--- config.mk ---
export PLATFORM = sky130hd
export DESIGN_NAME = snes_pad_responder
export DESIGN_NICKNAME = d
export VERILOG_FILES = /design/src/rtl/snes_pad_pkg.sv /design/src/rtl/snes_pad_port.sv /design/src/rtl/snes_pad_responder.sv
export SDC_FILE = /design/constraint.sdc
export NUM_CORES = 1
export LEC_CHECK = 0
export CORE_ASPECT_RATIO = 1.5
export CORE_UTILIZATION = 45
export CTS_BUF_LIST = sky130_fd_sc_hd__clkbuf_4 sky130_fd_sc_hd__clkbuf_8 sky130_fd_sc_hd__clkbuf_16
export DETAILED_ROUTE_END_ITERATION = 12
export GPL_TIMING_DRIVEN = 0
export PLACE_DENSITY = 0.74
export SLEW_MARGIN = 20
export SYNTH_ARGS = -nofsm -noshare
export SYNTH_HDL_FRONTEND = slang
export SYNTH_SLANG_ARGS = --single-unit
--- constraint.sdc ---
create_clock -name MCLK -period 2.1 [get_ports MCLK]
set_input_delay 0.63 -clock MCLK [delete_from_list [all_inputs] [get_ports MCLK]]
set_output_delay 0.63 -clock MCLK [all_outputs]
set_load 0.05 [all_outputs]
--- src/rtl/snes_pad_pkg.sv ---
// snes_pad_pkg
// Shared constants for the SNES pad responder:
//   - button bit indices inside the 12-bit button vectors (B = bit 0)
//   - frame length of one serial read (16 bits) and the per-port counter width
//   - load_word(): builds the active-low shift-register image for one latch
package snes_pad_pkg;

   localparam int BTN_W     = 12;
   localparam int FRAME_LEN = 16;
   localparam int CNT_W     = 5;

   localparam int BTN_B      = 0;
   localparam int BTN_Y      = 1;
   localparam int BTN_SELECT = 2;
   localparam int BTN_START  = 3;
   localparam int BTN_UP     = 4;
   localparam int BTN_DOWN   = 5;
   localparam int BTN_LEFT   = 6;
   localparam int BTN_RIGHT  = 7;
   localparam int BTN_A      = 8;
   localparam int BTN_X      = 9;
   localparam int BTN_L      = 10;
   localparam int BTN_R      = 11;

   // The ID goes out MSB first in serial bits 12..15, so it is bit-reversed
   // into the top nibble. The whole word is inverted: the wire is active-low.
   function automatic logic [FRAME_LEN-1:0] load_word(input logic [3:0]       id,
                                                      input logic [BTN_W-1:0] btn);
      return ~{id[0], id[1], id[2], id[3], btn};
   endfunction

endpackage

--- src/rtl/snes_pad_port.sv ---
// snes_pad_port
// One controller port: optional 2-sample filter and rise detection on the
// port shift clock, 16-bit shift register, saturating bit counter, data out.
// Ports:
//   clk_i    : module clock
//   rst_n_i  : synchronous active-low reset
//   strb_i   : filtered latch level from the top (shared by both ports)
//   jclk_i   : raw per-port shift clock from the console
//   btn_i    : active-high button state, B = bit 0
//   conn_i   : pad present
//   di_o     : serial data to the console, active-low, bit 1 tied high
module snes_pad_port
   import snes_pad_pkg::*;
#(
   parameter logic [3:0] PAD_ID = 4'h0,
   parameter bit         FILTER = 1'b1
) (
   input  logic             clk_i,
   input  logic             rst_n_i,
   input  logic             strb_i,
   input  logic             jclk_i,
   input  logic [BTN_W-1:0] btn_i,
   input  logic             conn_i,
   output logic [1:0]       di_o
);

   localparam logic [CNT_W-1:0] CNT_FULL = CNT_W'(FRAME_LEN);

   logic                 smp_q, smp_d;
   logic                 flt_q, flt_d;
   logic                 prev_q;
   logic                 jclk_f;
   logic                 rise;
   logic [FRAME_LEN-1:0] sr_q, sr_d;
   logic [CNT_W-1:0]     cnt_q, cnt_d;

   // The filtered level only follows the input once two consecutive samples agree,
   // so a single-cycle glitch never reaches the edge detector.
   always_comb begin
      smp_d = jclk_i;
      flt_d = flt_q;
      if (jclk_i == smp_q) flt_d = jclk_i;
   end

   assign jclk_f = FILTER ? flt_q : jclk_i;
   assign rise   = jclk_f & ~prev_q;

   // Priority: absent pad > latch load > shift. Once the counter reaches the
   // frame length the register is all zeros and further clocks are ignored.
   always_comb begin
      sr_d  = sr_q;
      cnt_d = cnt_q;
      if (!conn_i) begin
         sr_d  = '1;
         cnt_d = CNT_FULL;
      end else if (strb_i) begin
         sr_d  = load_word(PAD_ID, btn_i);
         cnt_d = '0;
      end else if (rise && (cnt_q != CNT_FULL)) begin
         sr_d  = {1'b0, sr_q[FRAME_LEN-1:1]};
         cnt_d = cnt_q + 1'b1;
      end
   end

   always_ff @(posedge clk_i) begin
      if (!rst_n_i) begin
         smp_q  <= 1'b0;
         flt_q  <= 1'b0;
         prev_q <= 1'b0;
         sr_q   <= '1;
         cnt_q  <= CNT_FULL;
      end else begin
         smp_q  <= smp_d;
         flt_q  <= flt_d;
         prev_q <= jclk_f;
         sr_q   <= sr_d;
         cnt_q  <= cnt_d;
      end
   end

   assign di_o = conn_i ? {1'b1, sr_q[0]} : 2'b11;

endmodule

--- src/rtl/snes_pad_responder.sv ---
// snes_pad_responder
// Emulates two SNES controllers answering the console's serial protocol.
// Ports:
//   MCLK               : single clock
//   RESET_N            : synchronous active-low reset
//   JOY_STRB           : latch from the console, shared by both ports
//   JOY1_CLK, JOY2_CLK : per-port shift clocks
//   PAD1_BTN, PAD2_BTN : 12-bit active-high button state (B = bit 0)
//   PAD1_CONN, PAD2_CONN : pad present
//   JOY1_DI, JOY2_DI   : serial data to the console (active-low, bit 1 = 1)
//   LATCH_CNT          : completed latches, wrapping at 256
module snes_pad_responder
   import snes_pad_pkg::*;
#(
   parameter logic [3:0] PAD_ID = 4'h0,
   parameter bit         FILTER = 1'b1
) (
   input  logic             MCLK,
   input  logic             RESET_N,
   input  logic             JOY_STRB,
   input  logic             JOY1_CLK,
   input  logic             JOY2_CLK,
   input  logic [BTN_W-1:0] PAD1_BTN,
   input  logic [BTN_W-1:0] PAD2_BTN,
   input  logic             PAD1_CONN,
   input  logic             PAD2_CONN,
   output logic [1:0]       JOY1_DI,
   output logic [1:0]       JOY2_DI,
   output logic [7:0]       LATCH_CNT
);

   logic       strb_smp_q, strb_smp_d;
   logic       strb_flt_q, strb_flt_d;
   logic       strb_prev_q;
   logic       strb_f;
   logic       strb_fall;
   logic [7:0] latch_cnt_q, latch_cnt_d;

   // Same 2-sample filter as the port clocks, so latch and shift clocks see
   // identical latency and their relative order is preserved.
   always_comb begin
      strb_smp_d = JOY_STRB;
      strb_flt_d = strb_flt_q;
      if (JOY_STRB == strb_smp_q) strb_flt_d = JOY_STRB;
   end

   assign strb_f      = FILTER ? strb_flt_q : JOY_STRB;
   assign strb_fall   = ~strb_f & strb_prev_q;
   assign latch_cnt_d = strb_fall ? latch_cnt_q + 8'd1 : latch_cnt_q;

   always_ff @(posedge MCLK) begin
      if (!RESET_N) begin
         strb_smp_q  <= 1'b0;
         strb_flt_q  <= 1'b0;
         strb_prev_q <= 1'b0;
         latch_cnt_q <= 8'd0;
      end else begin
         strb_smp_q  <= strb_smp_d;
         strb_flt_q  <= strb_flt_d;
         strb_prev_q <= strb_f;
         latch_cnt_q <= latch_cnt_d;
      end
   end

   assign LATCH_CNT = latch_cnt_q;

   snes_pad_port #(.PAD_ID(PAD_ID), .FILTER(FILTER)) u_port1 (
      .clk_i   (MCLK),
      .rst_n_i (RESET_N),
      .strb_i  (strb_f),
      .jclk_i  (JOY1_CLK),
      .btn_i   (PAD1_BTN),
      .conn_i  (PAD1_CONN),
      .di_o    (JOY1_DI)
   );

   snes_pad_port #(.PAD_ID(PAD_ID), .FILTER(FILTER)) u_port2 (
      .clk_i   (MCLK),
      .rst_n_i (RESET_N),
      .strb_i  (strb_f),
      .jclk_i  (JOY2_CLK),
      .btn_i   (PAD2_BTN),
      .conn_i  (PAD2_CONN),
      .di_o    (JOY2_DI)
   );

endmodule
======== After elaboration in Yosys (flattened, before gate mapping) ========
Index checks and enable logic that the tools add are counted.
Widths: inputs -> output; s select.
storage, ports and cells
  register bits after elaboration ......... 59
  bits in latches ......................... 0
  memory bits (writable) .................. 0
  bits in read-only memories .............. 0
  output and inout bits ................... 12
  word-level logic and storage cells ...... 53
  memories kept ........................... 0
cells by class
  $add $sub $neg .......................... 3
  $mul .................................... 0
  div/mod/pow operators ................... 0
  order comparisons ....................... 0
  equality and inequality tests ........... 5
  shift operators ......................... 0
  multiplexer cells ....................... 10
  bitwise operators ....................... 11
  reduce and logical (&&, ||, !) cells .... 8
operators by type and width
  operator             number
  $mux 16              4
  $not 12->16          2
  $mux 5               4
  $add 5x1->5 const B  2
  $ne 5x5->1 const B   2
  $add 8x1->8 const B  1
  $not 1->1            6
  $reduce_or 3->1      2
  $reduce_and 2->1     2
  $reduce_bool 2->1    2
  $and 1x1->1          3
  $eq 1x1->1           3
  $logic_and 1x1->1    2
  $mux 1               2

======== Longest topological paths before layout ========
  depth after elaboration ................. 5
  gate-level depth with buffers ........... 7

======== By module ========
Synthesis repeated with hierarchy kept, for this count alone.
unflattened totals
  cell total of the unflattened synthesis .. 290
  area total of the unflattened synthesis .. 2591.2 um2
by module, submodules not included
  module              times used  cells an instance  area an instance (um2)  seq. area each (um2)
  snes_pad_port       2           121                1067.3                  480.5
  snes_pad_responder  1           48                 456.7                   220.2

======== Worst setup path before layout ========
No wires, ideal clock.
  path kind ............................... register to register
  start point ............................. register latch_cnt_q[0], in the netlist LATCH_CNT[0]
  end point ............................... register latch_cnt_q[6], in the netlist LATCH_CNT[6]
  setup time .............................. 0.073 ns
  arrival time ............................ 1.595 ns
  required time ........................... 2.027 ns
  setup slack ............................. 0.433 ns
  cell stages (with the launch flop) ...... 5
  clock period less this slack ............ 1.667 ns
  cells stage by stage .................... dfxtp_1 > ha_1 > inv_1 > or4_1 > a21oi_1
on the way
  cells in the longest elaborated chain, start to end .. 1
ends and longest elaborated chain
  element                   line                      text
  start: declaration        snes_pad_responder.sv:37  logic [7:0] latch_cnt_q, latch_cnt_d;
  start signal: assignment  snes_pad_responder.sv:61  latch_cnt_q <= latch_cnt_d;
  $add 8x1->8               snes_pad_responder.sv:49  assign latch_cnt_d = strb_fall ? latch_cnt_q + 8'd1 : latch_cnt_q;
Every way passes these cells.
A chain may end at the register's enable or synchronous reset.

======== Final worst setup path ========
  start point ............................. input PAD1_CONN
  end point ............................... output JOY1_DI[0]
on the way
  cells in the longest elaborated chain, start to end .. 1
ends and longest elaborated chain
  element             line                      text
  start: declaration  snes_pad_responder.sv:25  input logic PAD1_CONN,
  $mux 1              snes_pad_port.sv:81       assign di_o = conn_i ? {1'b1, sr_q[0]} : 2'b11;
  end: declaration    snes_pad_responder.sv:27  output logic [1:0] JOY1_DI,
Every way passes these cells.

==> results.md <==
- Status: finished clean
- TritonCTS buffer count: 9
- IO buf count: 40
- Number of warning messages in the yosys log: 0
- Final-layout worst hold slack: 0.463 ns
- Final Skew: 0.0124 ns
- Unique masters post-synth: 39
- Total of hold buffers inserted after clock tree synthesis: 0
- Synth Cell Area: 2570 sq um
- Core Footprint: 5490 sq um
- GR Layer Usage met2: 0.355
- Final setup slack of the worst path: 0.0276 ns
- Starting Density: 0.468
- Worst min-delay path class: flip-flop to flip-flop
- Max Buffers Root-to-Sink: 2
- Worst endpoint data arrival time: 1.44 ns
- CP peak stage delay: 0.55 ns
- Final worst path period need: 2.07 ns
- Met1 Use GR: 0.221
- Post-detailed-routing wire length: 5680 um
- Detailed Place HPWL: 3930 um
- Worst R2R Path Depth: 7
- Power density cells: 784 nW/um^2
- Number of placement rows: 33
- Proportion of power drawn by the clock network: 0.493
- Seq pwr share: 0.443
- Number of enable flip-flop cells after synthesis: 0
- Part of the Yosys area used for sequential elements: 0.460
- Standby leakage power: 1.23 nW
- Number of primary I/O pins: 43
- Worst IR Drop VDD: 682 uV
- Hold path startpoint: u_port2.sr_q[15]$_SDFFE_PP1P_
- First-pass iteration count of the detailed router: 4
- Largest net degree at the start of global routing: 11
- Final cycle utilization of the critical path: 0.987
- Number of clock sinks: 59
- Switching portion of total power: 0.209
- Final-report setup violation count: 0
- Max Cap Violations: 0
- Total negative slack for setup checks: 0 ns
- WS Path Type: input pin to primary output
- Wire length per cell after detailed routing: 13.7 um
- Overall die width: 63.7 um
- Global routing met3 resource utilization: 0.0507
- Residual antenna-violating net count after detailed routing: 0
- Count of state elements after synthesis: 59
- Via-per-instance ratio: 5.66
- Total global routing overflow: 0
- CP Max Fanout: 4
- Reg-to-reg endpoint: u_port1.sr_q[11]$_SDFFE_PP1P_
- Req. time, crit path: 1.47 ns
- Remaining DRCs: 0
- Growth of design area from synthesis to finish: 28.2%
- Clk Tree Root Cell: clkbuf_8
- CP startpoint kind: input pin
- Number of global-route vias before repair: 2,158
- Clock latency of the later-clocked register in the worst-skew pair: 0.35 ns
- Endpoint class of the critical path: primary output
- Final layout net count: 377
- Last element of the critical path: JOY1_DI[0]
- P_sw: 0.540 mW
- Series of cell instances along the critical path: clkdlybuf4s50_1, nand2b_1, buf_4
- Wire length of the first global-routing pass: 9470 um
- Fraction of registers with async set/reset: 0
- Cell-internal power: 2.04 mW
- Fmax: 483 MHz
- Initial antenna violation count: 0
- Die area: 6020 sq um
- Launching point of the worst reg2reg path: u_port1.cnt_q[0]$_SDFFE_PP0P_
- Startpoint of the most critical setup path: PAD1_CONN
- Relative contribution of combinational cells to total power: 0.064
- Via Count: 2,355
- Commonest cells after routing, fill and taps aside: dfxtp_1, nand3_1, o21ai_0
- Max-slew violations: 0
- Mean cell area of the mapped netlist: 8.89 sq um
- Number of design-rule violations left by the first detailed-router iteration: 73
- Endpoints failing hold: 0
- Ratio of cells with drive above 1 in the final layout: 0.121
- Unrepaired setup endpoints after global routing: false
- Most frequently used flop master after synthesis: dfxtp_1
- Synthesized instance count: 289
- Global-route total usage across every layer: 0.203
- Most common cell after layout, fill and taps aside: dfxtp_1
- Final Wtd Congestion: 0.739
- Clock transition time at the flip-flop clock pins of the worst setup and hold paths: 0.06 ns
- Slowest CP cell: clkdlybuf4s50_1
- Height of the die: 94.6 um
- Depth of the CTS H-tree: 3
- N_diodes: 0
- Global route hottest layer: met2
- Post-layout power: 2.58 mW
- Post-CTS Setup Inserts: 0
- Worst setup slack for register-to-register paths: 0.44 ns
- Clock tree from TritonCTS: built
- Dpl ws: -0.543 ns
## timing repair
item,4_1_cts,5_1_grt
resized for setup,17,5
endpoints found under the setup margin,10,1
pin swaps,0,0
## state kept, by name, indices dropped and copies added (netlist names)
name	cells
LATCH_CNT	8
strb_f	1
strb_prev_q	1
strb_smp_q	1
u_port1.cnt_q	5
u_port1.flt_q	1
u_port1.prev_q	1
u_port1.smp_q	1
u_port1.sr_q	16
u_port2.cnt_q	5
u_port2.flt_q	1
u_port2.prev_q	1
u_port2.smp_q	1
u_port2.sr_q	16
## critical path: cells and delay by family
kind                   cells  cell delay [ns]
buffers and inverters      2             0.74
AND/OR/NAND/NOR            1             0.08
## cell type report
type                       count  area [sq um]
sequential                    59          1180
tap                           70          87.6
multi-input combinational    198          1230
timing repair buffer          40           388
inverter                      10          37.5
clock inverter                 5           100
fill                         508          2200
buffer                        23           123
clock buffer                  11           145
## Yosys cell counts (6+ instances only)
cell type  count  area [sq um]
inv_1          9          33.8
a21oi_1       15          75.1
or4_1          6          45.0
nand3_1       42           210
o21ai_0       40           200
nand2_1       11          41.3
a32oi_1       24           210
buf_2         14          70.1
nand4_1        7          43.8
and2_1         6          37.5
dfxtp_1       59          1180
nor2_1         6          22.5
## how the worst min path moves through the flow
stage / endpoint / cells past startpoint
2_1_floorplan: strb_f$_SDFFE_PN0N_ / 2
3_3_place_gp: u_port1.flt_q$_SDFFE_PN0N_ / 2
3_5_place_dp: u_port2.sr_q[15]$_SDFFE_PP1P_ / 2
4_1_cts: u_port2.sr_q[15]$_SDFFE_PP1P_ / 2
5_1_grt: u_port1.flt_q$_SDFFE_PN0N_ / 2
6_report: u_port2.sr_q[15]$_SDFFE_PP1P_ / 2
## layer usage
layer,vias to the layer above,routed length [um]
li1,1176,-
met1,1116,2410
met2,46,2930
met3,17,202
met4,0,129
met5,-,0
## power by group through the flow
stage	combinational, mW	sequential [mW]	clock (mW)
6_report	0.165	1.14	1.27
5_1_grt	0.179	1.15	1.36
4_1_cts	0.166	1.14	1.29
3_5_place_dp	0.165	1.17	0
3_3_place_gp	0.164	1.17	0
2_1_floorplan	0.0795	1.17	0
## cells by family (layout without fill, tap and decap cells)
| logic type | after synthesis | count (layout) | synth area share |
|---|---|---|---|
| adder cells (fa/ha/maj) | 5 | 5 | 0.0243 |
| multiplexers | 2 | 2 | 0.00779 |
| other | 1 | 2 | 0.00146 |
| flip-flops | 59 | 59 | 0.460 |
| XOR/XNOR | 2 | 2 | 0.00682 |
| AO/OA/AOI/OAI | 88 | 88 | 0.215 |
| AND/OR/NAND/NOR | 99 | 99 | 0.223 |
| buffers and inverters | 33 | 89 | 0.0623 |
## through the flow
stage           util  instances  instance area, sq um
6_report       0.600        416                  3290
5_1_grt        0.600        416                  3290
4_1_cts        0.600        416                  3300
3_5_place_dp   0.558        400                  3060
3_3_place_gp   0.558        400                  3060
2_1_floorplan      -        290                  2570
No activity file was read; power rests on OpenSTA's default activity.
